[src/rtl/xy_sample_writer.sv]
// Double-buffered X/Y sample RAM writer: decimates paired samples, fills the back bank
// and swaps banks on the renderer's frame-start pulse. Optional trigger arming: XY_TRIGGER_EN.
module xy_sample_writer #(
    parameter int DATA_IN_BITS    = 12,
    parameter int ADDRESS_BITS    = 12,
    parameter int SAMPLE_COUNT    = 1024,
    parameter int DECIMATION_BITS = 8
) (
    input  logic                       clock,
    input  logic                       reset,
    input  logic                       sampleValid,
    input  logic [DATA_IN_BITS-1:0]    sampleIn1,
    input  logic [DATA_IN_BITS-1:0]    sampleIn2,
    input  logic [DECIMATION_BITS-1:0] decimation,
    input  logic [DATA_IN_BITS-1:0]    triggerLevel,
    input  logic                       drawStarting,
    output logic                       writeEnable,
    output logic [ADDRESS_BITS-1:0]    writeAddress,
    output logic [DATA_IN_BITS-1:0]    writeData1,
    output logic [DATA_IN_BITS-1:0]    writeData2,
    output logic                       readBank,
    output logic                       captureDone,
    output logic                       missedFrame
);

    localparam int INDEX_BITS = ADDRESS_BITS - 1;
    localparam logic [INDEX_BITS-1:0] LAST_INDEX = INDEX_BITS'(SAMPLE_COUNT - 1);

    typedef enum logic [1:0] {
        FILL = 2'd0,
        FULL = 2'd1
`ifdef XY_TRIGGER_EN
        , ARM = 2'd2
`endif
    } stateT;

    stateT                      stateReg, stateNext;
    logic [INDEX_BITS-1:0]      indexReg, indexNext;
    logic [DECIMATION_BITS-1:0] decimCountReg, decimCountNext;
    logic                       readBankReg, readBankNext;
    logic                       captureDoneReg, captureDoneNext;
    logic                       missedFrameReg, missedFrameNext;
    logic                       writeEnableReg, writeEnableNext;
    logic [ADDRESS_BITS-1:0]    writeAddressReg, writeAddressNext;
    logic [DATA_IN_BITS-1:0]    writeData1Reg, writeData1Next;
    logic [DATA_IN_BITS-1:0]    writeData2Reg, writeData2Next;
    logic                       acceptPair;
    logic                       doWrite;

`ifdef XY_TRIGGER_EN
    logic [DATA_IN_BITS-1:0]    prevSampleReg, prevSampleNext;
    logic                       prevValidReg, prevValidNext;
    localparam stateT RESET_STATE = ARM;
    localparam stateT SWAP_STATE  = ARM;
`else
    logic unusedTriggerLevel;
    assign unusedTriggerLevel = ^triggerLevel;
    localparam stateT RESET_STATE = FILL;
    localparam stateT SWAP_STATE  = FILL;
`endif

    // A counter left above a newly lowered decimation clears without accepting.
    always_comb begin
        acceptPair     = 1'b0;
        decimCountNext = decimCountReg;
        if (sampleValid) begin
            if (decimCountReg == decimation) begin
                acceptPair     = 1'b1;
                decimCountNext = '0;
            end else if (decimCountReg > decimation) begin
                decimCountNext = '0;
            end else begin
                decimCountNext = decimCountReg + DECIMATION_BITS'(1);
            end
        end
    end

    always_comb begin
        stateNext        = stateReg;
        indexNext        = indexReg;
        readBankNext     = readBankReg;
        captureDoneNext  = captureDoneReg;
        missedFrameNext  = 1'b0;
        writeEnableNext  = 1'b0;
        writeAddressNext = writeAddressReg;
        writeData1Next   = writeData1Reg;
        writeData2Next   = writeData2Reg;
        doWrite          = 1'b0;
`ifdef XY_TRIGGER_EN
        prevSampleNext   = prevSampleReg;
        prevValidNext    = prevValidReg;
`endif
        case (stateReg)
            FILL: begin
                doWrite = acceptPair;
                if (drawStarting) missedFrameNext = 1'b1;
            end
            FULL: begin
                if (drawStarting) begin
                    readBankNext    = ~readBankReg;
                    captureDoneNext = 1'b0;
                    stateNext       = SWAP_STATE;
`ifdef XY_TRIGGER_EN
                    prevValidNext   = 1'b0;
`endif
                end
            end
`ifdef XY_TRIGGER_EN
            ARM: begin
                if (drawStarting) missedFrameNext = 1'b1;
                if (acceptPair) begin
                    if (prevValidReg &&
                        ($signed(prevSampleReg) < $signed(triggerLevel)) &&
                        ($signed(triggerLevel) <= $signed(sampleIn1))) begin
                        doWrite   = 1'b1;
                        stateNext = FILL;
                    end
                    prevSampleNext = sampleIn1;
                    prevValidNext  = 1'b1;
                end
            end
`endif
            default: stateNext = RESET_STATE;
        endcase

        // Final write of a record lands in the back bank before any swap it enables.
        if (doWrite) begin
            writeEnableNext  = 1'b1;
            writeAddressNext = {~readBankReg, indexReg};
            writeData1Next   = sampleIn1;
            writeData2Next   = sampleIn2;
            if (indexReg == LAST_INDEX) begin
                indexNext       = '0;
                stateNext       = FULL;
                captureDoneNext = 1'b1;
            end else begin
                indexNext = indexReg + INDEX_BITS'(1);
            end
        end
    end

    always_ff @(posedge clock) begin
        if (reset) begin
            stateReg        <= RESET_STATE;
            indexReg        <= '0;
            decimCountReg   <= '0;
            readBankReg     <= 1'b0;
            captureDoneReg  <= 1'b0;
            missedFrameReg  <= 1'b0;
            writeEnableReg  <= 1'b0;
            writeAddressReg <= '0;
            writeData1Reg   <= '0;
            writeData2Reg   <= '0;
`ifdef XY_TRIGGER_EN
            prevSampleReg   <= '0;
            prevValidReg    <= 1'b0;
`endif
        end else begin
            stateReg        <= stateNext;
            indexReg        <= indexNext;
            decimCountReg   <= decimCountNext;
            readBankReg     <= readBankNext;
            captureDoneReg  <= captureDoneNext;
            missedFrameReg  <= missedFrameNext;
            writeEnableReg  <= writeEnableNext;
            writeAddressReg <= writeAddressNext;
            writeData1Reg   <= writeData1Next;
            writeData2Reg   <= writeData2Next;
`ifdef XY_TRIGGER_EN
            prevSampleReg   <= prevSampleNext;
            prevValidReg    <= prevValidNext;
`endif
        end
    end

    assign writeEnable  = writeEnableReg;
    assign writeAddress = writeAddressReg;
    assign writeData1   = writeData1Reg;
    assign writeData2   = writeData2Reg;
    assign readBank     = readBankReg;
    assign captureDone  = captureDoneReg;
    assign missedFrame  = missedFrameReg;

endmodule

[config.mk]
export PLATFORM = sky130hd
export DESIGN_NAME = xy_sample_writer
export DESIGN_NICKNAME = d
export VERILOG_FILES = /design/src/rtl/xy_sample_writer.sv
export SDC_FILE = /design/constraint.sdc
export NUM_CORES = 1
export LEC_CHECK = 0
export CAP_MARGIN = 20
export CORE_MARGIN = 1
export CORE_UTILIZATION = 40
export DETAILED_ROUTE_END_ITERATION = 10
export PLACE_DENSITY_LB_ADDON = 0.08
export SLEW_MARGIN = 10
export SYNTH_ARGS = -nofsm -noshare
export SYNTH_HDL_FRONTEND = slang
export SYNTH_SLANG_ARGS = --single-unit
[constraint.sdc]
create_clock -name clock -period 2 [get_ports clock]
set_input_delay 0.4 -clock clock [delete_from_list [all_inputs] [get_ports clock]]
set_output_delay 0.4 -clock clock [all_outputs]
set_load 0.03 [all_outputs]
After elaboration in Yosys (flattened, before gate mapping)

Index checks and enable logic that the tools add are counted.

Bits in registers: 61
Word-level logic and storage cells: 37

Equal/unequal tests: 3
Reductions and logical operators: 3
Bitwise gates (word level): 2
Add/sub/neg operators: 2
Muxes and demuxes: 16
Magnitude comparators: 1

Operator list:

| cell                    | count |
|---|---|
| $mux W8                 | 2 |
| $add A11 B1 Y11 const B | 1 |
| $eq A11 B10 Y1 const B  | 1 |
| $mux W11                | 1 |
| $mux W1                 | 9 |
| $add A8 B1 Y8 const B   | 1 |
| $eq A8 B8 Y1            | 1 |
| $gt A8 B8 Y1            | 1 |
| $mux W2                 | 3 |
| $pmux W2 S2             | 1 |
| $eq A2 B1 Y1 const B    | 1 |
| $logic_not A2 Y1        | 1 |
| $not A1 Y1              | 2 |
| $reduce_and A2 Y1       | 1 |
| $reduce_or A2 Y1        | 1 |

Logic depth before layout (Yosys ltp)

Gate-level depths: netlist of run 1.

Word-level depth: 5
Depth in mapped cells: 9
Depth with buffers taken out: 7

Least setup slack after synthesis of run 1

No wires, ideal clock.

Kind: input port to flip-flop
Start point: input port decimation[2]
End point: register decimCountReg[3]
Path slack: 0.024 ns
Stages: 7
Data arrival time: 1.916 ns
Cells stage by stage: inv_1 > ha_1 > a21o_1 > a221o_1 > a211oi_4 > a21o_1 > a22o_1

Cells in the longest elaborated chain, start to end: 3
Elaborated cells between the ends (all ways): 4

Ends and longest elaborated chain:

| item                 | RTL line | text |
|---|---|---|
| start, declared      | 14       | `input logic [DECIMATION_BITS-1:0] decimation,` |
| $gt A8 B8 Y1         | 70       | `end else if (decimCountReg > decimation) begin` |
| $mux W8              | 70       |  |
| $mux W8 (*)          | 67       | `if (decimCountReg == decimation) begin` |
| end signal, assigned | 161      | `decimCountReg <= decimCountNext;` |
| end, declared        | 39       | `logic [DECIMATION_BITS-1:0] decimCountReg, decimCountNext;` |

Mark *: on every way between the ends. The rest lies on a longest branch, timed or not.
A chain may end at the register's enable or synchronous reset.

Worst setup path after layout of run 1

Start point: input port decimation[6]
End point: register indexReg[8]

Cells in the longest elaborated chain, start to end: 4

Ends and longest elaborated chain:

| item                 | RTL line | text |
|---|---|---|
| $eq A8 B8 Y1         | 67       |  |
| $mux W1              | 67       |  |
| $mux W1              | 66       | `if (sampleValid) begin` |
| $mux W1              | 93       | `case (stateReg)` |
| end signal, assigned | 160      | `indexReg <= indexNext;` |
| end, declared        | 38       | `logic [INDEX_BITS-1:0] indexReg, indexNext;` |

No other way between the ends.

==> results by group, run 1 <==
Logic synthesis
  – Largest cells by area after synthesis: dfxtp_1, nand2_1, a21oi_1
  – Post-synth top area share: ~48%
  – Post-Synth XOR/XNOR Area: just over 2%
  – Synthesized netlist net count: between 300 and 400
  – Area leader, netlist: dfxtp_1
  – Yosys warns: 0
  – Mux cell area share after synthesis: less than 1%
  – Mean area per synthesized cell: between 8 and 9 µm²
  – Gate Count Post-Synth: around 310
  – Top-count cell post-synth: nand2_1
  – Synth unique cells: 38
  – Post-Synth Simple-Gate Area: between 20% and 30%
  – Flop and latch count out of synthesis: a little over 60
  – Adder-cell area share of the yosys netlist: ~5%
  – Top cells by count, synth: nand2_1, dfxtp_1, a21oi_1, nor2_1
  – Top_reg_cell synth: dfxtp_1
  – Post-Syn Area: 2530 µm²
  – Largest family of logic cells by synthesized area: simple AND/OR/NAND/NOR gates
  – Post-synth EDFFs: 0
  – Compound-Gate Fraction of Synth Area: ~16%
  – Post-synthesis sequential area ratio: between 40% and 50%
  – Async set or reset register ratio after synthesis: 0%

Drt
  – Vias per cell: around 5
  – TritonRoute pass-1 iters: 4
  – Final antenna-violating net count: 0
  – Drt total wl: about 6200 µm
  – Post-DR wirelength/cell: 12.8 µm
  – DRC viols: 0
  – Vias post-DR: 2427
  – Starting DRT DRC Count: 91

Critical path
  – Worst path required time: around 2.2 ns
  – Worst reg-to-reg setup slack: between 0.1 and 0.15 ns
  – Worst setup SP type: input pin
  – Reg2reg end: decimCountReg[2]
  – Setup crit end kind: flip-flop
  – R2r startpoint: decimCountReg[3]
  – Critical path type: input pin to flip-flop
  – R2R depth: 7
  – Worst-path maximum fanout: 11
  – CP Data Arrival Time: roughly 2.1 ns

STA
  – Clk_skew: 0.00612 ns
  – Setup-failing EPs final: 0
  – Final Hold Fails: 0
  – Crit share post-route: 95.8%
  – Final worst slack: 0.0832 ns
  – Unrepaired setup endpoints after global routing: yes
  – Fmax: roughly 0.52 GHz
  – Final min period: about 1.9 ns
  – Max-slew violations: 0

Cells and area
  – Number of fill cells: 558
  – Area grow syn2layout: 53.9%
  – Finished Core Util: 64.6%
  – Sequential cell area: 1220 µm²
  – # diodes: 0
  – Layout cells sized above 1: between 15 and 20%
  – Layout Nets: roughly 460
  – Non-Filler Instances: ~490
  – Post-route cell area: between 3000 and 4000 µm²
  – Multi-input logic area: 1290 µm²

Pwr
  – Int Pwr: between 2000 and 2500 µW
  – PwrDens: between 600 and 700 nW/µm²
  – Switching fraction of total power: a little over a fifth
  – Overall Power: between 2000 and 3000 µW
  – Sequential group share of total power: between 40% and 50%
  – VDD IR max: around 0.45 mV
  – Clk pwr share: roughly 44%
  – Switching power: 565 µW
  – P_leak: 0.00145 µW
  – Comb power frac: ~8.8%

Clocking
  – Clock sink count: between 60 and 70
  – CTS tree: built
  – TritonCTS Buffers: 9
  – CTS H-Tree Depth: 3
  – Latest clock arrival within the worst-skew pair: roughly 0.33 ns
  – Clock Path Buffers: 2
  – Root Buffer: clkbuf_8
  – Worst-path clk slew: about 0.07 ns

GRT
  – Number of global-route vias before repair: approximately 2200
  – First-pass GRT wire length: approximately 9600 µm
  – Largest net degree at the start of global routing: 38
  – Aggregate global-route resource usage: 19.1%
  – Antenna violations before repair: 0
  – Global route overflow: 0

Floorplan
  – I/O pin count: between 80 and 90
  – Die Wd: around 82 µm
  – Core outline area: 6030 µm²
  – Initial core utilization: roughly two fifths
  – Row cnt: 28
  – Die Ht: 81.5 µm
  – Die area: between 6000 and 7000 µm²

Worst hold path
  – Hold Path Class: flip-flop to flip-flop
  – Hold path cells: 2
  – HP Start: writeData2[6]
  – Worst Hold Path EP: writeData2[6]

Placement
  – DP Cell Count: between 400 and 500
  – Place WS: -0.476 ns
  – IO buf count: 75
  – GPL Wtd Cong: a little under 0.8
  – Hpwl dp: 4280 µm
  – DP Area: ~3500 µm²

Outcome
  – Run status: completed

Run
  – Max-Cap Viols: 0
## through the flow
step / hold WS [ns] / setup TNS [ns]
floorplan: 0.421 / 0
global placement: 0.441 / -18.90
detailed placement: 0.447 / -19.91
CTS: 0.456 / 0
global route: 0.471 / -0.0208
finish: 0.453 / 0
## power groups by stage
| stage | Sequential, µW | Combinational, µW | Clock [µW] |
|---|---|---|---|
| finish | 1240 | 230 | 1160 |
| floorplan | 1270 | 76.3 | 0 |
| global route | 1240 | 251 | 1240 |
| detailed placement | 1260 | 202 | 0 |
| global placement | 1260 | 201 | 0 |
| CTS | 1240 | 213 | 1180 |
## registers in the layout (all words and copies together) (netlist names), 2 cells and up
register / count
writeAddress: 12
writeData1: 12
writeData2: 12
indexReg: 11
decimCountReg: 8
stateReg: 2
## cells by family (layout without fill, tap and decap cells)
| kind of cell | Yosys count | after routing |
|---|---|---|
| other cells | 1 | 1 |
| buf+inv | 26 | 129 |
| simple gates | 133 | 133 |
| flops | 61 | 61 |
| fa+ha+maj | 10 | 10 |
| compound gates | 68 | 68 |
| xor+xnor | 6 | 6 |
| mux | 2 | 2 |
## area by class of cell
| type | count | share of cell area [%] |
|---|---|---|
| Multi-Input combinational cell | 220 | 33.0 |
| Sequential cell | 61 | 31.4 |
| Timing Repair Buffer | 103 | 26.8 |
| Clock buffer | 11 | 3.38 |
| Tap cell | 75 | 2.41 |
| Clock inverter | 5 | 1.93 |
| Inverter | 10 | 0.964 |
## what timing repair did
item | CTS | global route
cloned | 1 | 1
buffers inserted | 0 | 3
resized for setup | 10 | 18
hold buffers | 0 | 0
hold endpoints to repair | 0 | 0
endpoints found under the setup margin | 35 | 39
pin swaps | 9 | 8
## critical path, stage by stage
cell	delay [ns]
clkdlybuf4s50_1	0.45
inv_1	0.04
ha_1	0.29
and4_4	0.25
and3_4	0.23
buf_12	0.14
nand4_1	0.12
xor2_1	0.16
nor2_1	0.06
## how the worst max path moves through the flow
stage / start / endpoint / slack (ns) / cells after the start
CTS: decimation[3] / decimCountReg[6] / 0.009 / 9
finish: decimation[6] / indexReg[8] / 0.08 / 9
global route: decimation[6] / decimCountReg[2] / -0.01 / 9
detailed placement: decimation[2] / decimCountReg[2] / -0.48 / 9
floorplan: decimation[2] / decimCountReg[3] / 0.02 / 7
global placement: decimation[2] / decimCountReg[7] / -0.45 / 9
## layer usage
metal / vias to the layer above / share of wire, % / GRT usage [%]
li1: 1239 / - / -
met1: 1136 / 44 / 21.0
met2: 46 / 51 / 33.8
met3: 6 / 4.6 / 5.22
met4: 0 / 1.0 / 8.93
met5: - / 0 / 0
## cell usage in the layout (no fill, tap or decap), types with 2 or more instances in the layout
cell,instances
o21ai_0,4
dlymetal6s2s_1,2
a22oi_1,2
clkinv_2,3
ha_4,4
nand4_1,4
a21oi_1,43
buf_12,4
clkbuf_1,2
a41oi_1,3
nand3_1,7
xor2_1,5
buf_4,19
a21o_1,2
a22o_1,2
clkbuf_8,9
nand3b_1,2
clkdlybuf4s50_1,70
a31oi_1,4
and3_4,2
nor2b_1,2
nand2_1,78
o21ai_2,2
dlygate4sd2_1,2
inv_2,3
mux2i_1,2
dfxtp_1,59
bufinv_16,2
inv_1,7
nor3_1,4
nor2_1,21
ha_1,6
buf_6,3
nand2b_1,2
dfxtp_2,2
No activity file was read; power rests on OpenSTA's default activity.
==> run 2: changes to the inputs <==
SETUP_SLACK_MARGIN = 0.5   (was default)
clock period = 1.6 ns   (was 2 ns; I/O delays follow)
==> results by group, run 2 (synthesis results as in run 1) <==
Critical path
  – CP Data Arrival Time: 2.18 ns (+0.04 ns)
  – Critical path type: flip-flop to flip-flop
  – CP delay by family, top: simple AND/OR/NAND/NOR gates
  – Worst-path maximum fanout: 4 (-7)
  – Critical path origin: decimCountReg[0]
  – Crit path depth: 10 (+1)
  – R2r startpoint: decimCountReg[0]
  – Worst reg-to-reg setup slack: -0.35 ns (-0.46 ns)
  – Worst path required time: 1.83 ns (-0.39 ns)
  – Cells along the critical path: inv_2, ha_4, buf_6, and4bb_2, and3_4, buf_12, buf_16, nand4_1, xor2_1, nor2_1
  – Worst setup SP type: flip-flop
  – R2R depth: 10 (+3)
  – Worst Setup EP: indexReg[8]
  – Setup crit end kind: flip-flop
  – Reg2reg end: indexReg[8]
  – CP bufs+invs: 4 (+1)
  – Slowest stage delay, CP: 0.34 ns (-0.11 ns)
  – Critical Path Slowest Stage Cell: dfxtp_2

Cells and area
  – Post-route cell area: 4880 µm² (+25%)
  – # diodes: 0 (unchanged)
  – Area grow syn2layout: 93.1%
  – Non-Filler Instances: 531 (+9.5%)
  – Most frequent cells in the layout: buf_6, buf_4, dfxtp_2
  – Layout Nets: 511 (+10%)
  – Layout cells sized above 1: 60.1% (+44 points)
  – Most common cell after layout, fill and taps aside: buf_6

Pwr
  – P_leak: 0.00202 µW (+39%)
  – VDD IR max: 0.578 mV (+28%)
  – PwrDens: 693 nW/µm² (+2.8%)

Placement
  – IO buf count: 75 (unchanged)
  – GPL Wtd Cong: 0.785 (+0.85%)
  – Hpwl dp: 4260 µm (-0.47%)
  – DP Cell Count: 475 (+2.4%)
  – DP Area: 3620 µm² (+3.1%)

Floorplan
  – Die Ht: 81.5 µm (unchanged)
  – Initial core utilization: 42.0% (unchanged)
  – I/O pin count: 88 (unchanged)
  – Die Wd: 81.5 µm (unchanged)
  – Core outline area: 6030 µm² (unchanged)
  – Die area: 6640 µm² (unchanged)
  – Row cnt: 28 (unchanged)

STA
  – Final worst slack: -0.352 ns (-0.435 ns)
  – Unrepaired setup endpoints after global routing: yes
  – Final min period: around 2 ns
  – Setup TNS: -14.81 ns (-14.81 ns)
  – Fin Hold WS: 0.437 ns (-0.0159 ns)
  – Clk_skew: 0.0104 ns (+0.00425 ns)
  – Worst slew pin tran: 0.565 ns
  – Rel. slew slack: 62.3%
  – Fmax: 0.512 GHz
  – Crit share post-route: 122%
  – Final Hold Fails: 0 (unchanged)
  – Max-slew violations: 0 (unchanged)
  – Setup-failing EPs final: 58 (+58)

Outcome
  – Failing checks: negative setup slack
  – Run status: finished, violations left

Drt
  – DRC viols: 0 (unchanged)
  – Vias per cell: 5.18 (+3.5%)
  – Post-DR wirelength/cell: 16.4 µm (+28%)
  – Starting DRT DRC Count: 100 (+9.9%)
  – Final antenna-violating net count: 0 (unchanged)
  – Drt total wl: 8710 µm (+40%)
  – Vias post-DR: 2750 (+13%)
  – TritonRoute pass-1 iters: 4 (unchanged)

Clocking
  – Latest clock arrival within the worst-skew pair: 0.34 ns (about the same)
  – TritonCTS Buffers: 9 (unchanged)
  – Clock Path Buffers: 2 (unchanged)
  – CTS H-Tree Depth: 3 (unchanged)
  – Post-CTS Hold Fix Bufs: 0 (unchanged)
  – Clock sink count: 61 (unchanged)
  – CTS tree: built
  – Worst-path clk slew: 0.07 ns (about the same)
  – Root Buffer: clkbuf_8

Run
  – Max-Cap Viols: 0 (unchanged)

GRT
  – Global route overflow: 0 (unchanged)
  – Number of global-route vias before repair: 2473 (+12%)
  – Largest net degree at the start of global routing: 39 (+2.6%)
  – Aggregate global-route resource usage: 23.3% (+4.2 points)
  – Antenna violations before repair: 0 (unchanged)
  – First-pass GRT wire length: 11600 µm (+20%)

Worst hold path
  – Hold Path Class: input pin to flip-flop
  – Hold path cells: 4 (+2)
run 2: through the flow:
step / utilization (%) / total power [µW] / setup WS, ns
2_1_floorplan: - / 1690 / -0.203
3_3_place_gp: 60.1 / 1840 / -0.682
3_5_place_dp: 60.1 / 1840 / -0.744
4_1_cts: 74.8 / 3280 / -0.277
5_1_grt: 81.0 / 3520 / -0.440
6_report: 81.0 / 3380 / -0.352
run 2: report_power, final:
group          internal, µW  switching (µW)  total (µW)
logic                   219             169         388
registers              1530            13.8        1550
clock network           832             617        1450
total                  2580             800        3380
run 2: cell type report:
type                            instances  area (µm²)
Multi-Input combinational cell        221        1660
Clock buffer                           13         169
Clock inverter                          1        30.0
Inverter                               10        37.5
Sequential cell                        61        1280
Tap cell                               75        93.8
Fill cell                             364        1140
Timing Repair Buffer                  150        1620
run 2: routing by layer:
metal	wire [µm]	share of wire, %	GRT usage (%)	vias up
met3	417	4.8	6.89	20
met5	0	0	0	-
met2	4570	52	39.1	80
li1	-	-	-	1339
met1	3520	40	28.1	1311
met4	202	2.3	7.86	0
run 2: worst min path at each step:
stage | endpoint | from | slack, ns
floorplan | missedFrame | stateReg[1] | 0.42
detailed placement | writeAddress[8] | writeAddress[8] | 0.45
global placement | writeData1[10] | writeData1[10] | 0.44
global route | decimCountReg[7] | reset | 0.45
CTS | writeAddress[10] | reset | 0.43
finish | decimCountReg[7] | reset | 0.44
run 2: timing repair:
action	CTS	global route
buffers inserted	18	16
pin swaps	33	33
endpoints found under the setup margin	98	98
resized for setup	414	51
cloned	5	3
run 2: worst min-delay path: cells and delay by family:
family	cells	cell delay [ns]
buffers and inverters	1	0.14
AO/OA/AOI/OAI	1	0.11
AND/OR/NAND/NOR	1	0.10
multiplexers	1	0.07
